### src/rtl/alu_muldiv.sv
// alu_muldiv: integer execution unit between the RS issue port and the CDB.
// It runs single-cycle integer/compare/JALR ops. It also runs RV32M multiply
// with a fixed latency of MUL_LAT, and divide/remainder on an iterative
// radix-2 divider with latency XLEN+1.
//
// Optional feature macro: ALU_MULDIV_EN
//   defined   -> multiplier and divider present, IDLE/MUL/DIV sequencing.
//   undefined -> opcodes 16-23 return 0 in one cycle; issue_ready tied high.
//
// Ports:
//   clk_in        system clock
//   rst_in        synchronous active-high reset
//   rdy_in        global pause; nothing changes while low
//   clear_signal  misprediction flush (aborts in-flight op, blocks issue)
//   cal_signal    issue request from RS
//   opcode        operation select (0..31)
//   lhs, rhs      operands
//   tag           ROB tag of the issued op
//   issue_ready   unit accepts an op this cycle
//   done_result   one-cycle result-valid pulse
//   value_result  result value (held while done_result is low)
//   tag_result    ROB tag of the result (held while done_result is low)
module alu_muldiv #(
    parameter int XLEN      = 32,
    parameter int ROB_WIDTH = 4,
    parameter int MUL_LAT   = 3
) (
    input  logic                 clk_in,
    input  logic                 rst_in,
    input  logic                 rdy_in,
    input  logic                 clear_signal,
    input  logic                 cal_signal,
    input  logic [4:0]           opcode,
    input  logic [XLEN-1:0]      lhs,
    input  logic [XLEN-1:0]      rhs,
    input  logic [ROB_WIDTH-1:0] tag,
    output logic                 issue_ready,
    output logic                 done_result,
    output logic [XLEN-1:0]      value_result,
    output logic [ROB_WIDTH-1:0] tag_result
);
    localparam int SHW = $clog2(XLEN);
    localparam int CW  = SHW + 1;

    logic [SHW-1:0]       w_shamt;
    logic [XLEN-1:0]      w_sum;
    logic [XLEN-1:0]      w_alu_res;
    logic                 w_fin;
    logic [XLEN-1:0]      w_fin_val;
    logic [ROB_WIDTH-1:0] w_fin_tag;

    assign w_shamt = rhs[SHW-1:0];
    assign w_sum   = lhs + rhs;

    always_comb begin
        w_alu_res = '0;
        case (opcode)
            5'd1:    w_alu_res = lhs & rhs;
            5'd2:    w_alu_res = lhs | rhs;
            5'd3:    w_alu_res = lhs ^ rhs;
            5'd4:    w_alu_res = w_sum;
            5'd5:    w_alu_res = lhs - rhs;
            5'd6:    w_alu_res = lhs >> w_shamt;
            5'd7:    w_alu_res = $signed(lhs) >>> w_shamt;
            5'd8:    w_alu_res = lhs << w_shamt;
            5'd9:    w_alu_res = {XLEN{$signed(lhs) < $signed(rhs)}};
            5'd10:   w_alu_res = {XLEN{lhs < rhs}};
            5'd11:   w_alu_res = {XLEN{lhs == rhs}};
            5'd12:   w_alu_res = {XLEN{lhs != rhs}};
            5'd13:   w_alu_res = {XLEN{$signed(lhs) >= $signed(rhs)}};
            5'd14:   w_alu_res = {XLEN{lhs >= rhs}};
            5'd15:   w_alu_res = {w_sum[XLEN-1:1], 1'b0};
            default: w_alu_res = '0;
        endcase
    end

`ifdef ALU_MULDIV_EN
    typedef enum logic [1:0] {S_IDLE, S_MUL, S_DIV} state_t;

    state_t               r_state, w_state_next;
    logic [CW-1:0]        r_cnt, w_cnt_next;
    logic                 w_accept;
    logic [XLEN-1:0]      r_mul_res, r_quo, r_rem, r_dvs;
    logic                 r_neg_q, r_neg_r, r_sel_rem;
    logic [ROB_WIDTH-1:0] r_tag;

    logic                 w_is_mul, w_is_div;
    logic                 w_lsign, w_rsign;
    logic [2*XLEN-1:0]    w_ma, w_mb, w_prod;
    logic [XLEN-1:0]      w_mul_res;

    logic                 w_div_signed, w_div_rem, w_div_zero, w_div_ovf;
    logic [XLEN-1:0]      w_labs, w_rabs, w_special;
    logic [XLEN:0]        w_shift, w_trial;
    logic [XLEN-1:0]      w_q_step, w_r_step, w_q_fix, w_r_fix;

    assign issue_ready = (r_state == S_IDLE);

    assign w_is_mul = (opcode[4:2] == 3'b100);
    assign w_is_div = (opcode[4:2] == 3'b101);

    // Both operands are extended to 2*XLEN; the low 2*XLEN bits of the
    // product are identical for signed and unsigned interpretations.
    assign w_lsign   = ((opcode == 5'd17) || (opcode == 5'd18)) & lhs[XLEN-1];
    assign w_rsign   = (opcode == 5'd17) & rhs[XLEN-1];
    assign w_ma      = {{XLEN{w_lsign}}, lhs};
    assign w_mb      = {{XLEN{w_rsign}}, rhs};
    assign w_prod    = w_ma * w_mb;
    assign w_mul_res = (opcode[1:0] == 2'b00) ? w_prod[XLEN-1:0] : w_prod[2*XLEN-1:XLEN];

    assign w_div_signed = ~opcode[0];
    assign w_div_rem    = opcode[1];
    assign w_div_zero   = (rhs == '0);
    assign w_div_ovf    = w_div_signed & (lhs == {1'b1, {(XLEN-1){1'b0}}}) & (rhs == '1);
    assign w_labs       = (w_div_signed & lhs[XLEN-1]) ? -lhs : lhs;
    assign w_rabs       = (w_div_signed & rhs[XLEN-1]) ? -rhs : rhs;
    assign w_special    = w_div_rem ? (w_div_zero ? lhs : '0) : (w_div_zero ? '1 : lhs);

    // Restoring step: r_quo starts as the dividend and shifts quotient bits
    // in from the bottom while dividend bits leave from the top.
    assign w_shift  = {r_rem, r_quo[XLEN-1]};
    assign w_trial  = w_shift - {1'b0, r_dvs};
    assign w_q_step = {r_quo[XLEN-2:0], ~w_trial[XLEN]};
    assign w_r_step = w_trial[XLEN] ? w_shift[XLEN-1:0] : w_trial[XLEN-1:0];
    assign w_q_fix  = r_neg_q ? -w_q_step : w_q_step;
    assign w_r_fix  = r_neg_r ? -w_r_step : w_r_step;

    always_comb begin
        w_state_next = r_state;
        w_cnt_next   = r_cnt;
        w_accept     = 1'b0;
        w_fin        = 1'b0;
        w_fin_val    = '0;
        w_fin_tag    = r_tag;
        if (rdy_in && clear_signal) begin
            w_state_next = S_IDLE;
        end else if (rdy_in) begin
            case (r_state)
                S_IDLE: begin
                    if (cal_signal) begin
                        w_accept  = 1'b1;
                        w_fin_tag = tag;
                        if (w_is_mul && (MUL_LAT > 1)) begin
                            w_state_next = S_MUL;
                            w_cnt_next   = CW'(MUL_LAT - 2);
                        end else if (w_is_mul) begin
                            w_fin     = 1'b1;
                            w_fin_val = w_mul_res;
                        end else if (w_is_div && !w_div_zero && !w_div_ovf) begin
                            w_state_next = S_DIV;
                            w_cnt_next   = CW'(XLEN - 1);
                        end else if (w_is_div) begin
                            w_fin     = 1'b1;
                            w_fin_val = w_special;
                        end else begin
                            w_fin     = 1'b1;
                            w_fin_val = w_alu_res;
                        end
                    end
                end
                S_MUL: begin
                    if (r_cnt == '0) begin
                        w_fin        = 1'b1;
                        w_fin_val    = r_mul_res;
                        w_state_next = S_IDLE;
                    end else begin
                        w_cnt_next = r_cnt - 1'b1;
                    end
                end
                S_DIV: begin
                    if (r_cnt == '0) begin
                        w_fin        = 1'b1;
                        w_fin_val    = r_sel_rem ? w_r_fix : w_q_fix;
                        w_state_next = S_IDLE;
                    end else begin
                        w_cnt_next = r_cnt - 1'b1;
                    end
                end
                default: w_state_next = S_IDLE;
            endcase
        end
    end

    always_ff @(posedge clk_in) begin
        if (rst_in) begin
            r_state <= S_IDLE;
            r_cnt   <= '0;
        end else if (rdy_in) begin
            r_state <= w_state_next;
            r_cnt   <= w_cnt_next;
        end
    end

    always_ff @(posedge clk_in) begin
        if (w_accept) begin
            r_tag     <= tag;
            r_mul_res <= w_mul_res;
            r_quo     <= w_labs;
            r_rem     <= '0;
            r_dvs     <= w_rabs;
            r_neg_q   <= w_div_signed & (lhs[XLEN-1] ^ rhs[XLEN-1]);
            r_neg_r   <= w_div_signed & lhs[XLEN-1];
            r_sel_rem <= w_div_rem;
        end else if (rdy_in && (r_state == S_DIV)) begin
            r_quo <= w_q_step;
            r_rem <= w_r_step;
        end
    end
`else
    assign issue_ready = 1'b1;
    assign w_fin       = rdy_in & cal_signal & ~clear_signal;
    assign w_fin_val   = w_alu_res;
    assign w_fin_tag   = tag;
`endif

    always_ff @(posedge clk_in) begin
        if (rst_in) begin
            done_result  <= 1'b0;
            value_result <= '0;
            tag_result   <= '0;
        end else if (rdy_in) begin
            done_result <= w_fin;
            if (w_fin) begin
                value_result <= w_fin_val;
                tag_result   <= w_fin_tag;
            end
        end
    end
endmodule

### config.mk
export PLATFORM = sky130hd
export DESIGN_NAME = alu_muldiv
export DESIGN_NICKNAME = d
export VERILOG_FILES = /design/src/rtl/alu_muldiv.sv
export SDC_FILE = /design/constraint.sdc
export NUM_CORES = 1
export LEC_CHECK = 0
export ABC_AREA = 1
export CORE_MARGIN = 2
export CORE_UTILIZATION = 55
export CTS_CLUSTER_SIZE = 8
export DETAILED_ROUTE_END_ITERATION = 8
export MAX_ROUTING_LAYER = met4
export PLACE_DENSITY = 0.82
export SLEW_MARGIN = 15
export SYNTH_ARGS = -nofsm -noshare
export SYNTH_HDL_FRONTEND = slang
export SYNTH_SLANG_ARGS = --single-unit
export TNS_END_PERCENT = 30
### constraint.sdc
create_clock -name clk_in -period 3.11 [get_ports clk_in]
set_clock_uncertainty 0.2 [all_clocks]
set_input_delay 0.311 -clock clk_in [delete_from_list [all_inputs] [get_ports clk_in]]
set_output_delay 0.311 -clock clk_in [all_outputs]
set_load 0.05 [all_outputs]
==> impl_metrics.yaml, run 1 <==
status:
  outcome: "complete, but fails checks"
  violations: "setup timing"
sta:
  slew_headroom: 0.447
  fmax_ghz: 0.320
  worst-slew-pin-transition_ns: 0.824
  period_share: 1.00
  setup_viol: 2
  worst_slack_ns: -0.0130
  slew_violations: 0
  hold_viol: 0
  min_period_ns: 3.12
  rsz0062_at_grt: "yes"
routing:
  postRouteWirelength_um: 62200
  via_per_inst: 6.18
  first_iter_violations: 2822
  drc: 0
  first_pass_iters: 7
  vias: 18200
  routedWlPerCell_um: 21.1
  antenna_left: 0
synth:
  synth_area_per_cell_um2: 5.17
  yosysWarnings: 0
  synth_commonest_cells: "772 x nand2_1, 381 x nand3_1, 282 x inv_1"
  yosys.cell_count.top_type: "nand2_1"
  synth_edf_count: 0
  synth_seq_cells: 37
  synth_fp_nets: 2467
  yosys.area.top_type: "nand2_1"
  netlist.area_leader.share: 0.245
  ys_seq_area_frac: 0.0625
  synthTopCellsByArea: "nand2_1 24%, nand3_1 16%, ha_1 10%"
  synth-main-ff-cell: "dfxtp_1"
  synthDistinctLibCells: 47
  netlist_area_mm2: 0.0119
  syn_inst: 2290
  async_flop_share: 0
placement:
  dp.cells: 2916
  dp_slack_ns: -0.396
  routabilityCongestion: 1.18
  place.port_buffers: 114
  hpwlAfterDp_um: 49400
clocking:
  cts-root-buf: "clkbuf_16"
  numCtsBuffers: 5
  cts_sinks: 37
  clk_latency_ns: 0.29
  cts-htree-levels: 2
  cts_tree: "done"
  max-clock-path-buffers: 2
  cts_hold_buf: 0
  clkTransAtPathRegs_ns: 0.06
floorplan:
  die_height_um: 151
  design.die.area_mm2: 0.0227
  die_x_um: 151
  fp-row-count: 53
  boundaryPins: 116
  initial_core_util: 0.562
  core_mm2: 0.0211
finish:
  instances_no_fill: 2939
  multiInputGateArea_mm2: 0.00991
  area_growth_pct: 37.3
  fin_nets: 2837
  regArea_um2: 741
  nFillCells: 1748
  drive_above_1_share: 0.204
global_routing:
  overflow: 0
  grt_max_degree: 69
  antenna_found_initial: 4
  grt_first_pass_wirelength_um: 90000
  track_usage: 0.536
  grt_pass1_vias: 16300
power:
  p_comb_frac: 0.725
  switching_power_w: 0.00182
  leakagePower_nw: 8.80
  power_density_mw_per_mm2: 225
  peakVddDrop_mv: 0.194
  swShare: 0.497
  p_seq_frac: 0.136
  p_int_w: 0.00184
  clkPwrFrac: 0.139
setup_path:
  crit_type: "in2reg"
  arrival_ns: 3.07
  startpoint: "lhs[1]"
  required_ns: 3.06
  cp-start-kind: "input port"
  crit_fanout: 4
  reg2reg_setup_slack_ns: 2.21
  r2r-start: "value_result[17]"
  end_kind: "flop"
flow_run:
  max-cap-violations: 0
worst_hold_path:
  worst_hold_path_type: "reg2reg"
  min-delay-start: "done_result"
cells in the final DEF, fill, tap and decap left out, types with 8 or more instances in the layout:
cell type / n
buf_4: 339
nand4_1: 29
dfxtp_1: 37
buf_12: 11
dlymetal6s2s_1: 8
and2_1: 12
o211ai_1: 20
inv_1: 280
inv_2: 13
a21oi_2: 19
ha_4: 20
nand3_1: 372
o22ai_1: 17
o21bai_1: 10
nor2_2: 30
clkdlybuf4s50_1: 104
nand2_1: 759
nor3_1: 24
a21oi_1: 120
nor2_1: 163
ha_1: 71
nand2_2: 18
o21ai_0: 57
nand3_2: 40
nor2_4: 12
registers in the layout, summed over array words and instances, names as in the netlist:
register	cells
tag_result	4
value_result	32
done_result	1
metal layers:
metal,vias up,track usage,part of all wire
li1,8124,-,-
met1,8113,0.685,0.36
met2,1527,0.779,0.41
met3,404,0.143,0.16
met4,0,0.268,0.072
met5,-,-,0
path summary, 6_finish.rpt:
path                                         end  depth (start not counted)
worst max-delay path             value_result[7]                         17
worst min-delay path                 done_result                          2
worst max register to register  value_result[17]                          2
worst min register to register       done_result                          2
timing repair:
action / 4_1_cts / 5_1_grt
pin swaps: 3 / 12
endpoints found under the setup margin: 22 / 32
buffers inserted: 7 / 3
cloned: 1 / 1
gates resized for setup: 18 / 111
power by group through the flow:
stage                     clock [W]  sequential (W)  combinational (W)
after floorplan                   0        0.000551            0.00126
after global placement            0        0.000505            0.00233
after detailed placement          0        0.000506            0.00237
after CTS                  0.000505        0.000496            0.00241
after global routing       0.000532        0.000497            0.00280
final                      0.000511        0.000497            0.00266
layout make-up:
type | instances | area share
multi-input combinational | 1851 | 0.609
timing repair buffer | 469 | 0.246
inverter | 296 | 0.0685
sequential | 37 | 0.0455
tap | 275 | 0.0212
clock buffer | 7 | 0.00877
antenna | 4 | 0.000615
stage by stage:
step	hold WS [ns]	power [W]	utilization	area (µm²)	setup TNS, ns
floorplan	0.259	0.00181	-	11900	0
global placement	0.248	0.00283	0.732	15400	-6.75
detailed placement	0.257	0.00287	0.732	15400	-9.49
CTS	0.264	0.00341	0.746	15700	0
global route	0.282	0.00383	0.771	16300	-0.443
finish	0.264	0.00366	0.771	16300	-0.0157
worst max-delay path, cell delays in order:
cell,delay (ns)
clkdlybuf4s50_1,0.50
inv_1,0.09
ha_1,0.38
nor2_2,0.21
nand2_1,0.09
nand2_2,0.16
nand2_1,0.07
nand2_1,0.09
buf_4,0.12
a21oi_1,0.06
o21ai_1,0.24
nand4_1,0.13
nor2_1,0.24
buf_4,0.18
nand3_2,0.07
nand2_1,0.07
a21oi_1,0.06
kinds of logic (layout without fill, tap and decap cells):
| kind of cell | after synthesis | in the layout | share of synthesized area |
|---|---|---|---|
| other cells | 1 | 5 | 0.000316 |
| xor+xnor | 3 | 3 | 0.00222 |
| buf+inv | 402 | 772 | 0.145 |
| mux | 2 | 2 | 0.00169 |
| flops | 37 | 37 | 0.0625 |
| simple gates | 1485 | 1485 | 0.556 |
| compound gates | 261 | 261 | 0.126 |
| fa+ha+maj | 99 | 99 | 0.106 |
Power figures use the tool's default switching activity.
==> run 2: changes to the inputs <==
Settings changed: MAX_ROUTING_LAYER met4 to unset.
==> run 2 against run 1 <==
  * Count of clock-buffer cells in the layout increased by 1
  * Register-to-register slack got worse by 0.02 ns
  * Largest cell class unchanged
  * Fmax decreased by 0.26%
  * First-iteration DRC count increased by 4.1%
  * The flow finishes with violations (DRC, setup timing)
  * Hold slack improved by 0.0020 ns
  * Critical endpoint unchanged
  * Combinational power about the same
  * Final cell count increased by 0.10%
==> impl_metrics.yaml, run 2 (synthesis results as in run 1) <==
status:
  outcome: "complete, but fails checks"
  violations: "DRC, setup timing"
global_routing:
  grt_pass1_vias: 16200
  grt_use_met1: 0.660
  grt_max_degree: 69
  overflow: 0
  globalRouteMet2Util: 0.769
  grt_first_pass_wirelength_um: 89200
  antenna_found_initial: 2
  track_usage: 0.515
  grt-busiest-layer: "met2"
  gr-usage-met3: 0.172
routing:
  vias: 18100
  routedWlPerCell_um: 20.9
  antenna_left: 0
  first_iter_violations: 2939
  postRouteWirelength_um: 61400
  drc: 1
  via_per_inst: 6.15
  first_pass_iters: 9
finish:
  instances_no_fill: 2942
  area_growth_pct: 37.5
  drive_above_1_share: 0.209
  fin_nets: 2843
  largest_reg_flops: 32
  regArea_um2: 741
  nFillCells: 1764
  fin_area_mm2: 0.0163
  regMostFlops: "value_result"
  final_cell_mix: "761 x nand2_1, 375 x nand3_1, 351 x buf_4"
  final_common_cell: "nand2_1"
  reg.largest.list: "value_result (32), tag_result (4), done_result (1)"
  antenna_cells: 0
  multiInputGateArea_mm2: 0.00991
power:
  clkPwrFrac: 0.137
  leakagePower_nw: 8.97
  switching_power_w: 0.00182
  p_comb_frac: 0.727
  swShare: 0.498
  p_total_w: 0.00365
  power_density_mw_per_mm2: 224
  peakVddDrop_mv: 0.187
  p_int_w: 0.00183
  p_seq_frac: 0.136
placement:
  post_dp_cell_area_mm2: 0.0154
  routabilityCongestion: 1.17
  dp.cells: 2918
  hpwlAfterDp_um: 49100
  place.port_buffers: 114
  dp_slack_ns: -0.361
floorplan:
  die_x_um: 151
  design.die.area_mm2: 0.0227
  fp-row-count: 53
  core_mm2: 0.0211
  initial_core_util: 0.562
  die_height_um: 151
  boundaryPins: 116
sta:
  fmax_ghz: 0.319
  fin_hold_ws_ns: 0.266
  worst_slack_ns: -0.0211
  min_period_ns: 3.13
  hold_viol: 0
  worst-slew-pin-transition_ns: 0.789
  setup_viol: 2
  slew_headroom: 0.470
  period_share: 1.01
  slew_violations: 0
setup_path:
  crit_type: "in2reg"
  cp-start-kind: "input port"
  crit_fanout: 7
  end_kind: "flop"
  arrival_ns: 3.08
  slowest_stage: "clkdlybuf4s50_1"
  critPathTopFamily: "buffers and inverters"
  cp.buffers_inverters: 5
  max_stage_delay_ns: 0.50
  required_ns: 3.06
  critical_path.most_common_cell: "nand2_1"
  crit_path_cell_trace: "clkdlybuf4s50_1, inv_1, ha_4, inv_1, a21oi_1, nand2_1, nand2_1, nand2_1, buf_4, o21ai_1, nand4_1, nor2_1, buf_4, nand3_2, nand2_1, a21oi_1"
clocking:
  cts-root-buf: "clkbuf_16"
  max-clock-path-buffers: 2
  cts_tree: "done"
  cts_sinks: 37
  clk_latency_ns: 0.28
  cts-htree-levels: 2
  clkTransAtPathRegs_ns: 0.06
  numCtsBuffers: 5
worst_hold_path:
  worst_hold_path_type: "reg2reg"
flow_run:
  max-cap-violations: 0
==> run 2: power groups by stage <==
| stage | Combinational, W | Clock [W] | Sequential [W] |
|---|---|---|---|
| after floorplan | 0.00126 | 0 | 0.000551 |
| after global placement | 0.00233 | 0 | 0.000505 |
| after detailed placement | 0.00237 | 0 | 0.000506 |
| after CTS | 0.00241 | 0.000496 | 0.000496 |
| after global routing | 0.00280 | 0.000515 | 0.000497 |
| final | 0.00265 | 0.000501 | 0.000496 |
==> run 2: cell type report <==
| type | instances | share of cell area |
|---|---|---|
| Tap cell | 275 | 0.0211 |
| Sequential cell | 37 | 0.0455 |
| Timing Repair Buffer | 475 | 0.248 |
| Clock buffer | 8 | 0.00837 |
| Multi-Input combinational cell | 1851 | 0.608 |
| Inverter | 296 | 0.0684 |
==> run 2: worst register-to-register path: cells and delay by family (launching register included) <==
family           cells  cell delay, ns
flip-flops           1            0.33
AO/OA/AOI/OAI        1            0.22
AND/OR/NAND/NOR      1            0.08
==> run 2: metrics by stage <==
| step | utilization | setup TNS, ns |
|---|---|---|
| floorplan | - | 0 |
| global placement | 0.731 | -6.76 |
| detailed placement | 0.731 | -9.33 |
| CTS | 0.745 | 0 |
| global route | 0.772 | -0.674 |
| finish | 0.772 | -0.0233 |
==> run 2: timing repair <==
item,4_1_cts,5_1_grt
buffers inserted,6,9
gates resized for setup,25,134
pin swaps,4,28
gates cloned,1,0
hold endpoints to repair,0,0
hold buffers,0,0
endpoints found under the setup margin,30,32
==> run 2: worst paths after layout <==
path                    start               end  slack (ns)  cells after the start
min             tag_result[1]     tag_result[1]        0.27                      2
max reg2reg  value_result[13]  value_result[13]        2.19                      2
min reg2reg     tag_result[1]     tag_result[1]        0.27                      2
max                    lhs[2]   value_result[7]       -0.02                     16
==> run 2: layer usage <==
layer / wire length (µm) / vias up / part of all wire
li1: - / 8135 / -
met1: 22300 / 8088 / 0.36
met2: 25300 / 1481 / 0.41
met3: 9560 / 382 / 0.16
met4: 4290 / 2 / 0.070
met5: 9 / - / 0.00015
